<file path="config.mk">
export PLATFORM = sky130hd
export DESIGN_NAME = inst_fetch_unit
export DESIGN_NICKNAME = d
export VERILOG_FILES = /design/src/rtl/inst_fetch_unit.sv
export SDC_FILE = /design/constraint.sdc
export NUM_CORES = 1
export LEC_CHECK = 0
export ABC_CLOCK_PERIOD_IN_PS = 6350
export BUFFER_PORTS_ARGS = -buffer_cell sky130_fd_sc_hd__buf_4
export CAP_MARGIN = 40
export CORE_MARGIN = 5
export CORE_UTILIZATION = 40
export DETAILED_ROUTE_END_ITERATION = 8
export GPL_TIMING_DRIVEN = 0
export PLACE_DENSITY = 0.69
export SYNTH_ARGS = -nofsm -noshare
export SYNTH_HDL_FRONTEND = slang
export SYNTH_SLANG_ARGS = --single-unit
</file>
<file path="constraint.sdc">
create_clock -name clk -period 6.35 [get_ports clk]
set_input_delay 0.3175 -clock clk [delete_from_list [all_inputs] [get_ports clk]]
set_output_delay 0.3175 -clock clk [all_outputs]
set_load 0.02 [all_outputs]
</file>
<file path="src/rtl/inst_fetch_unit.sv">
// PC/fetch stage feeding a combinational-read instruction memory, with an IF/ID output register.
// Optional 16-bit instruction support is enabled by defining COMPRESSED_INST_EN.
module inst_fetch_unit #(
    parameter int unsigned INST_WIDTH                = 32,
    parameter int unsigned INST_MEMORY_ADDRESS_WIDTH = 16,
    parameter logic [INST_MEMORY_ADDRESS_WIDTH-1:0] RESET_PC = '0,
    parameter int unsigned COUNT_WIDTH               = 32
) (
    input  logic                                 clk,
    input  logic                                 rst,
    output logic [INST_MEMORY_ADDRESS_WIDTH-1:0] inst_add,
    input  logic [INST_WIDTH-1:0]                inst_data,
    input  logic                                 redirect_valid,
    input  logic [INST_MEMORY_ADDRESS_WIDTH-1:0] redirect_pc,
    output logic                                 out_valid,
    input  logic                                 out_ready,
    output logic [INST_WIDTH-1:0]                out_inst,
    output logic [INST_MEMORY_ADDRESS_WIDTH-1:0] out_pc,
    output logic                                 out_compressed,
    output logic                                 fault,
    output logic [COUNT_WIDTH-1:0]               fetch_count
);

    localparam int unsigned AW = INST_MEMORY_ADDRESS_WIDTH;
    localparam logic [INST_WIDTH-1:0] NOP = INST_WIDTH'(32'h0000_0013);

    typedef enum logic {FETCH, FAULT} state_t;

    state_t                  state, state_n;
    logic [AW-1:0]           pc, pc_n;
    logic                    out_valid_n;
    logic [INST_WIDTH-1:0]   out_inst_n;
    logic [AW-1:0]           out_pc_n;
    logic                    out_compressed_n;
    logic                    fault_n;
    logic [COUNT_WIDTH-1:0]  fetch_count_n;
    logic                    capture;
    logic                    is_comp;
    logic                    straddle;
    logic                    redir_misaligned;

    // Instruction-size decode and alignment legality
`ifdef COMPRESSED_INST_EN
    assign is_comp          = (inst_data[1:0] != 2'b11);
    assign straddle         = pc[1] && !is_comp;
    assign redir_misaligned = redirect_pc[0];
`else
    assign is_comp          = 1'b0;
    assign straddle         = 1'b0;
    assign redir_misaligned = (redirect_pc[1:0] != 2'b00);
`endif

    assign capture  = !out_valid || out_ready;
    assign inst_add = pc;

    // Next-state and next-output logic
    always_comb begin
        state_n          = state;
        pc_n             = pc;
        out_valid_n      = out_valid;
        out_inst_n       = out_inst;
        out_pc_n         = out_pc;
        out_compressed_n = out_compressed;
        fault_n          = fault;
        fetch_count_n    = fetch_count;

        // A handshake completes even when a redirect flushes the stage
        if (out_valid && out_ready) begin
            fetch_count_n = fetch_count + COUNT_WIDTH'(1);
        end

        case (state)
            FETCH: begin
                if (redirect_valid) begin
                    out_valid_n = 1'b0;
                    if (redir_misaligned) begin
                        state_n = FAULT;
                        fault_n = 1'b1;
                    end else begin
                        pc_n = redirect_pc;
                    end
                end else if (capture) begin
                    if (straddle) begin
                        state_n     = FAULT;
                        fault_n     = 1'b1;
                        out_valid_n = 1'b0;
                    end else begin
                        out_inst_n       = is_comp ? INST_WIDTH'(inst_data[15:0]) : inst_data;
                        out_pc_n         = pc;
                        out_valid_n      = 1'b1;
                        out_compressed_n = is_comp;
                        pc_n             = pc + (is_comp ? AW'(2) : AW'(4));
                    end
                end
            end
            FAULT: begin
                out_valid_n = 1'b0;
                if (redirect_valid && !redir_misaligned) begin
                    pc_n    = redirect_pc;
                    fault_n = 1'b0;
                    state_n = FETCH;
                end
            end
        endcase
    end

    always_ff @(posedge clk or posedge rst) begin
        if (rst) begin
            state          <= FETCH;
            pc             <= RESET_PC;
            out_valid      <= 1'b0;
            out_inst       <= NOP;
            out_pc         <= '0;
            out_compressed <= 1'b0;
            fault          <= 1'b0;
            fetch_count    <= '0;
        end else begin
            state          <= state_n;
            pc             <= pc_n;
            out_valid      <= out_valid_n;
            out_inst       <= out_inst_n;
            out_pc         <= out_pc_n;
            out_compressed <= out_compressed_n;
            fault          <= fault_n;
            fetch_count    <= fetch_count_n;
        end
    end

endmodule

</file>
==> results.ini, run 1 <==
[synthesis]
async_reset_ff_share_pct=100.0
synth_top_area_share_pct=56.01
synth_ff_type=dfrtp_1
ys_types=47
synth_area_per_cell_um2=12.29
syn_area_um2=4289
yosys.area.top_type=dfrtp_1
ys_seq_elements=99
yosys_warnings=0
ys_seq_area_share_pct=57.85
syn_nets=403
synth_edf_count=0
synth_cells=349
synthTopCellsByArea=dfrtp_1 56%, mux2_2 11%, xnor2_1 5.3%

[placed_design]
dpl.cell_count=635
dp_hpwl_um=7763
place_congestion=0.8421
io_buffers=149

[route]
wl_per_cell_um=15.85
drc_errors=0
routed_wl_um=10320
drt-initial-drc-count=86
ant_nets=0
vias=3326
drt_pass1_iterations=4
avgViaCountPerCell=5.109

[cts]
cts_sinks=99
ctsHoldBuffers=0
root_buffer=clkbuf_8
clkTransAtPathRegs_ns=0.09
cts.path.max_buffers=2
cts_resized=0
clk_latency_ns=0.35
cts-buffers-inserted=9
post-cts-setup-buffer-count=0
cts_tree=yes
h-tree-depth=3

[power_and_ir_drop]
p_per_area_nw_per_um2=321.1
p_leak_nw=2.712
p_total_mw=1.863
ir_worst_vdd_uv=192.8

[critical_path]
worstSetupStartpointType=register
cp_data_arrival_time_ns=2.15
critPathMaxFanout=10
crit_path_end_kind=register
cp.required_ns=6.59
critical_path_class=reg2reg

[finish]
fillCellCount=911
instances_no_fill=651
insertedDiodeCount=0
layout_commonest_cell=buf_4
drive_above_1_share_pct=44.66
area_growth_pct=35.27
final_cell_mix=153 x buf_4, 96 x dfrtp_1, 42 x mux2_2
final_net_count=564

[grt]
grt_pass1_wl_um=17240
grt_max_degree=58
grt.overflow.total=0
grtUsageTotal_pct=16.55
grt_antenna_before_repair=0
grt_pass1_vias=3399

[outcome]
status=finished, final reports clean

[floorplanning]
fp.dieArea_um2=12890
start_util_pct=41.36
dieHeight_um=113.6
dieWidth_um=113.6
rows=37
io-pin-count=151
coreArea_um2=10370

[timing]
fin_skew_ns=0.009241
worst_pin_slew_ns=0.5568
setup_tns_ns=0
whs_ns=0.02011
slew_violations=0
hold_viol=0
slew_headroom_pct=62.60
fin_crit_ns=1.906
final.period_utilization_pct=30.02
rsz0062_at_grt=no
setup_viol=0
fmax_ghz=0.5246

[worst_hold_path]
worstHoldPathType=in2async

[run]
maxCapViolCount=0

Yosys cell counts (all sizes together) (2+ instances only):
| master | number |
|---|---|
| and4 | 4 |
| nor4 | 4 |
| nor3 | 2 |
| dfstp | 3 |
| inv | 5 |
| and3 | 4 |
| o21ai | 7 |
| dfrtp | 96 |
| buf | 12 |
| o21a | 2 |
| o22ai | 8 |
| clkbuf | 3 |
| nand4 | 18 |
| xor2 | 5 |
| ha | 2 |
| or2 | 2 |
| a2bb2oi | 3 |
| xnor2 | 26 |
| a21oi | 19 |
| nor2 | 17 |
| nand3 | 21 |
| mux2 | 49 |
| and2 | 4 |
| nor2b | 2 |
| nand2 | 17 |
stage by stage:
stage                     worst slack [ns]  instance area [µm²]  utilization [%]
after global placement               2.329                 5578            53.79
after CTS                            4.443                 5802            55.95
final                                4.444                 5802            55.95
after floorplan                      3.447                 4289                -
after global routing                 4.285                 5802            55.95
after detailed placement             4.449                 5608            54.08
where the power goes:
group,internal (mW),leakage [nW],total (mW),switching [mW]
Clock,0.191,0.0991,0.398,0.207
Combinational,0.288,1.38,0.597,0.310
Sequential,0.761,1.23,0.868,0.107
Total,1.24,2.71,1.86,0.623
worst max-delay path, stage by stage (launching register included):
cell	delay [ns]
dfrtp_1	0.47
ha_1	0.18
nand3_1	0.12
nor4_1	0.41
buf_2	0.31
nand4_1	0.14
xnor2_1	0.16
final timing paths:
kind	start	end	slack [ns]	depth (start not counted)
setup / recovery	fetch_count[0]$_DFFE_PP0P_	fetch_count[26]$_DFFE_PP0P_	4.44	6
min in group clk	redirect_valid	state$_DFF_PP0_	0.16	2
max in group asynchronous	rst	out_inst[4]$_DFFE_PP1P_	5.64	3
setup reg to reg	fetch_count[0]$_DFFE_PP0P_	fetch_count[26]$_DFFE_PP0P_	4.44	6
hold / removal	rst	out_inst[31]$_DFFE_PP0P_	0.02	2
hold reg to reg	state$_DFF_PP0_	fault$_DFFE_PP0P_	0.44	1
registers in the layout, indices dropped and copies added (netlist names):
| signal | count |
|---|---|
| state | 1 |
| fetch_count | 32 |
| inst_add | 16 |
| out_pc | 16 |
| out_inst | 32 |
| fault | 1 |
| out_valid | 1 |
kinds of logic (layout without fill, tap and decap cells):
family / Yosys count / after routing / synth area share, %
and+or+nand+nor: 100 / 100 / 13.19
DFF: 99 / 99 / 57.85
muxes: 50 / 50 / 13.10
AOI/OAI and AO/OA: 46 / 46 / 6.535
xor gates and xnor gates: 31 / 31 / 6.330
buffers and inverters: 20 / 186 / 2.334
adders and majority gates: 2 / 2 / 0.5833
other: 1 / 1 / 0.08743
per-layer routing:
| metal | wire length, µm | vias to the layer above | GRT usage [%] |
|---|---|---|---|
| met5 | 0 | - | 0 |
| met4 | 112 | 0 | 5.449 |
| met3 | 796 | 9 | 3.873 |
| met2 | 4922 | 116 | 26.31 |
| met1 | 4485 | 1622 | 22.42 |
| li1 | - | 1579 | - |
layout make-up:
class	count	area, µm²	share of cell area, %
sequential	99	2481	42.76
multi-input combinational	230	1708	29.44
timing repair buffer	150	1146	19.75
tap	136	170.2	2.933
clock buffer	11	141.4	2.437
buffer	15	81.33	1.402
clock inverter	5	52.55	0.9058
inverter	5	21.27	0.3666
(Power assumes the default switching activity.)
==> run 2, diff against run 1 <==
- ABC_CLOCK_PERIOD_IN_PS: 6350 -> 1900
- clock period: 6.35 -> 1.9 ns (I/O delays scaled with it)
==> results.ini, run 2 (same netlist as run 1, synthesis figures left out) <==
[outcome]
status=finished, final reports clean

[finish]
reg.largest.list=fetch_count: 32 flops, out_inst: 32 flops
final_net_count=607  ; +7.6%
instances_no_fill=694  ; +6.6%
multi_input_area_um2=1714  ; +0.37%
drive_above_1_share_pct=42.83  ; -1.8 points
seq_area_um2=2482  ; about the same
area_growth_pct=45.01
insertedDiodeCount=0  ; unchanged
layout_commonest_cell=buf_4
fillCellCount=868  ; -4.7%
final_cell_mix=156 x buf_4, 95 x dfrtp_1, 42 x mux2_2
fin_area_um2=6220  ; +7.2%

[route]
wl_per_cell_um=16.28  ; +2.8%
ant_nets=0  ; unchanged
routed_wl_um=11300  ; +9.5%
drt_pass1_iterations=4  ; unchanged
drc_errors=0  ; unchanged
drt-initial-drc-count=96  ; +12%
avgViaCountPerCell=5.099  ; -0.19%
vias=3539  ; +6.4%

[critical_path]
timing.reg2reg.setup_slack_ns=0.12  ; -4.32 ns
cp_num_buf_inv=5  ; +4
crit_family=buffers and inverters
critical_path_class=in2reg
crit_path_end_kind=register
path_cells=dlygate4sd3_1, buf_4, or2_1, buf_2, nor2_2, buf_6, buf_6, mux2_2
cp.required_ns=2.14  ; -4.45 ns
reg2reg_depth=4  ; -2
crit_top_cell=buf_6
path_depth=8  ; +2
cp_data_arrival_time_ns=2.03  ; -0.12 ns
critical-path-slowest-cell=dlygate4sd3_1
critical_path.endpoint=out_inst[15]$_DFFE_PP0P_
critPathLaunch=redirect_valid
critPathMaxFanout=10  ; unchanged
reg2reg_to=fetch_count[31]$_DFFE_PP0P_
cpPeakStageDelay_ns=0.55  ; +0.08 ns
worstSetupStartpointType=primary input
r2r_start=out_valid$_DFFE_PP0P_

[timing]
slew_violations=0  ; unchanged
fmax_ghz=0.5575
fin_crit_ns=1.794
rsz0062_at_grt=no
final.period_utilization_pct=94.40
worst_pin_slew_ns=0.6096  ; +0.05279 ns
setup_viol=0  ; unchanged
worst_slack_ns=0.1063  ; -4.337 ns
hold_viol=0  ; unchanged
fin_skew_ns=0.008475  ; -0.0007659 ns
slew_headroom_pct=59.06  ; -3.5 points

[grt]
grt.overflow.total=0  ; unchanged
grt_pass1_vias=3688  ; +8.5%
grt_max_degree=35  ; -40%
grtUsageTotal_pct=17.58  ; +1.0 points
grt_antenna_before_repair=0  ; unchanged
grt_pass1_wl_um=18460  ; +7.1%

[cts]
clk_latency_ns=0.35  ; about the same
cts.path.max_buffers=2  ; unchanged
cts_sinks=99  ; unchanged
root_buffer=clkbuf_8
cts_tree=yes
h-tree-depth=3  ; unchanged
cts-buffers-inserted=9  ; unchanged
clkTransAtPathRegs_ns=0.09  ; about the same

[placed_design]
placed_area_um2=5642  ; +0.60%
dp_hpwl_um=8009  ; +3.2%
io_buffers=149  ; unchanged
dpl.cell_count=637  ; +0.31%
place_congestion=0.8171  ; -3.0%
place_ws_ns=0.01727  ; -4.432 ns

[floorplanning]
coreArea_um2=10370  ; unchanged
fp.dieArea_um2=12890  ; unchanged
io-pin-count=151  ; unchanged
dieWidth_um=113.6  ; unchanged
dieHeight_um=113.6  ; unchanged
start_util_pct=41.36  ; unchanged
rows=37  ; unchanged

[worst_hold_path]
worstHoldPathType=in2reg
hold_start=redirect_pc[4]

[power_and_ir_drop]
p_total_mw=6.178  ; +230%
p_per_area_nw_per_um2=993.2  ; +210%
p_leak_nw=2.882  ; +6.3%
ir_worst_vdd_uv=656.3  ; +240%

[run]
maxCapViolCount=0  ; unchanged

## run 2: how the worst min path moves through the flow
stage	slack, ns	cells after the start	to
final	0.02	3	inst_add[4]$_DFFE_PP0P_
after floorplan	0.18	1	state$_DFF_PP0_
after detailed placement	0.07	2	out_inst[6]$_DFFE_PP0P_
after global routing	0.03	3	inst_add[15]$_DFFE_PP0P_
after global placement	0.30	2	state$_DFF_PP0_
after CTS	0.002	3	inst_add[4]$_DFFE_PP0P_
## run 2: cell type report
class,instances,area share (%)
Buffer,15,1.529
Clock buffer,11,2.112
Clock inverter,5,0.4828
Inverter,5,0.3621
Multi-Input combinational cell,230,27.56
Sequential cell,99,39.91
Tap cell,136,2.736
Timing Repair Buffer,193,25.31
## run 2: layer usage
metal,routed length [µm],global-route usage (%),vias to the layer above
li1,-,-,1664
met1,4767,22.80,1739
met2,5519,29.37,121
met3,828,3.820,15
met4,186,5.689,0
met5,0,0,-
## run 2: where the power goes
group          total, mW  internal [mW]  leakage (nW)  switching (mW)
registers           2.91           2.55          1.23           0.360
logic               2.09           1.03          1.57            1.07
clock network       1.18          0.471        0.0791           0.710
total               6.18           4.04          2.88            2.14
## run 2: worst register-to-register path, delay by kind of cell, from the launching register on
family,cells,cell delay (ns)
xor gates and xnor gates,1,0.17
and+or+nand+nor,3,1.07
DFF,1,0.43
## run 2: stage by stage
step / setup TNS, ns / hold slack (ns) / util, %
after floorplan: 0 / 0.1817 / -
after global routing: 0 / 0.02633 / 59.98
final: 0 / 0.01620 / 59.98
after detailed placement: 0 / 0.06569 / 54.40
after global placement: -3.034 / 0.2974 / 53.82
after CTS: 0 / 0.001966 / 59.34
## run 2: repair_timing
item                                    in CTS  in global routing
endpoints found under the hold margin      102                  0
setup buffers                                0                  6
hold buffers                                35                  0
resized for setup                            0                  6
endpoints found under the setup margin       0                 30
==> run 3, diff against run 2 <==
- CORE_UTILIZATION: 40 -> 35
- PLACE_DENSITY: 0.69 -> 0.62
==> results.ini, run 3 (same netlist as run 1, synthesis figures left out) <==
[outcome]
status=finished, final reports clean

[finish]
layout_commonest_cell=buf_4
area_growth_pct=47.75
reg.largest.list=fetch_count: 32 flops, out_inst: 32 flops
insertedDiodeCount=0  ; unchanged
final_net_count=603  ; -0.66%
instances_no_fill=701  ; +1.0%
postLayoutCoreUtil_pct=52.76  ; -7.2 points
final_cell_mix=154 x buf_4, 94 x dfrtp_1, 42 x mux2_2
drive_above_1_share_pct=42.96  ; +0.13 points

[route]
wl_per_cell_um=15.98  ; -1.9%
ant_nets=0  ; unchanged
drt_pass1_iterations=4  ; unchanged
routed_wl_um=11200  ; -0.88%
drc_errors=0  ; unchanged
vias=3510  ; -0.82%
avgViaCountPerCell=5.007  ; -1.8%
drt-initial-drc-count=171  ; +78%

[timing]
slew_violations=0  ; unchanged
slew_headroom_pct=66.20  ; +7.1 points
setup_viol=0  ; unchanged
rsz0062_at_grt=no
worst_pin_slew_ns=0.5032  ; -0.1064 ns
fin_crit_ns=1.808  ; +0.01404 ns
whs_ns=0.04326  ; +0.02706 ns
fin_skew_ns=0.008116  ; -0.0003598 ns
final.period_utilization_pct=95.14  ; +0.74 points
hold_viol=0  ; unchanged
fmax_ghz=0.5532  ; -0.78%

[cts]
cts.path.max_buffers=2  ; unchanged
h-tree-depth=3  ; unchanged
cts_tree=yes
root_buffer=clkbuf_16
cts-buffers-inserted=9  ; unchanged
clkTransAtPathRegs_ns=0.07  ; -0.02 ns
clk_latency_ns=0.35  ; about the same
cts_sinks=99  ; unchanged

[critical_path]
worstSetupStartpointType=primary input
crit_path_end_kind=register
critical_path_class=in2reg
cp.required_ns=2.13  ; about the same
critPathMaxFanout=10  ; unchanged
cp_data_arrival_time_ns=2.04  ; about the same

[grt]
grtUsageTotal_pct=15.70  ; -1.9 points
grt.overflow.total=0  ; unchanged
grt_max_degree=36  ; +2.9%
grt_pass1_vias=3688  ; unchanged
grt_antenna_before_repair=0  ; unchanged
grt_pass1_wl_um=18220  ; -1.3%

[placed_design]
place_congestion=0.8509  ; +4.1%
dp_hpwl_um=8191  ; +2.3%
dpl.cell_count=648  ; +1.7%
io_buffers=149  ; unchanged

[floorplanning]
coreArea_um2=12010  ; +16%
start_util_pct=35.71  ; -5.7 points
rows=40  ; +8.1%
dieHeight_um=120.7  ; +6.3%
fp.dieArea_um2=14570  ; +13%
dieWidth_um=120.7  ; +6.3%
io-pin-count=151  ; unchanged

[power_and_ir_drop]
p_leak_nw=2.932  ; +1.7%
ir_worst_vdd_uv=913.9  ; +39%
p_per_area_nw_per_um2=1061  ; +6.9%

[run]
maxCapViolCount=0  ; unchanged

[worst_hold_path]
worstHoldPathType=in2reg

run 3: per-stage QoR:
step                setup WS, ns  setup TNS, ns  area (µm²)  total power, mW
floorplan                 0.1690              0        4293            3.966
finish                   0.09229              0        6337            6.726
global route            0.002769              0        6337            7.088
global placement        -0.09022         -8.147        5595            4.920
detailed placement       0.02736              0        5655            4.989
CTS                     0.005112              0        6287            6.807
run 3: critical path, stage by stage:
cell,delay (ns)
dlygate4sd3_1,0.54
buf_4,0.15
or2_1,0.21
buf_2,0.18
nor2_4,0.14
buf_6,0.16
buf_4,0.20
mux2_2,0.36
run 3: layer usage:
metal / share of wire [%] / routed length [µm] / global-route usage [%]
met1: 41 / 4561 / 19.18
met2: 51 / 5686 / 26.13
met3: 7.6 / 850 / 6.221
met4: 0.91 / 102 / 3.683
met5: 0 / 0 / 0
run 3: layout make-up:
class,count,area (µm²)
fill,1048,5674
sequential,99,2484
multi-input combinational,230,1730
timing repair buffer,189,1544
clock buffer,12,256.5
tap,147,183.9
buffer,15,91.34
clock inverter,4,25.02
inverter,5,22.52
run 3: worst paths after layout:
kind,startpoint,to,slack (ns),cells after the start
min in group asynchronous,rst,out_inst[6]$_DFFE_PP0P_,0.25,3
min reg2reg,state$_DFF_PP0_,fault$_DFFE_PP0P_,0.44,1
max,redirect_valid,out_inst[22]$_DFFE_PP0P_,0.09,8
max reg2reg,inst_add[2]$_DFFE_PP0P_,inst_add[14]$_DFFE_PP0P_,0.12,5
min,redirect_pc[5],inst_add[5]$_DFFE_PP0P_,0.04,3
max in group asynchronous,rst,out_pc[12]$_DFFE_PP0P_,1.00,5
run 3: repair_timing:
item	in CTS	in global routing
hold buffers	35	0
resized for setup	0	10
buffers inserted	0	2
endpoints found under the setup margin	0	38
endpoints found under the hold margin	101	0
run 3: power breakdown:
| group | switching, mW | total [mW] | internal, mW |
|---|---|---|---|
| clock network | 0.774 | 1.73 | 0.955 |
| registers | 0.349 | 2.90 | 2.55 |
| logic | 1.08 | 2.10 | 1.02 |
| total | 2.20 | 6.73 | 4.53 |
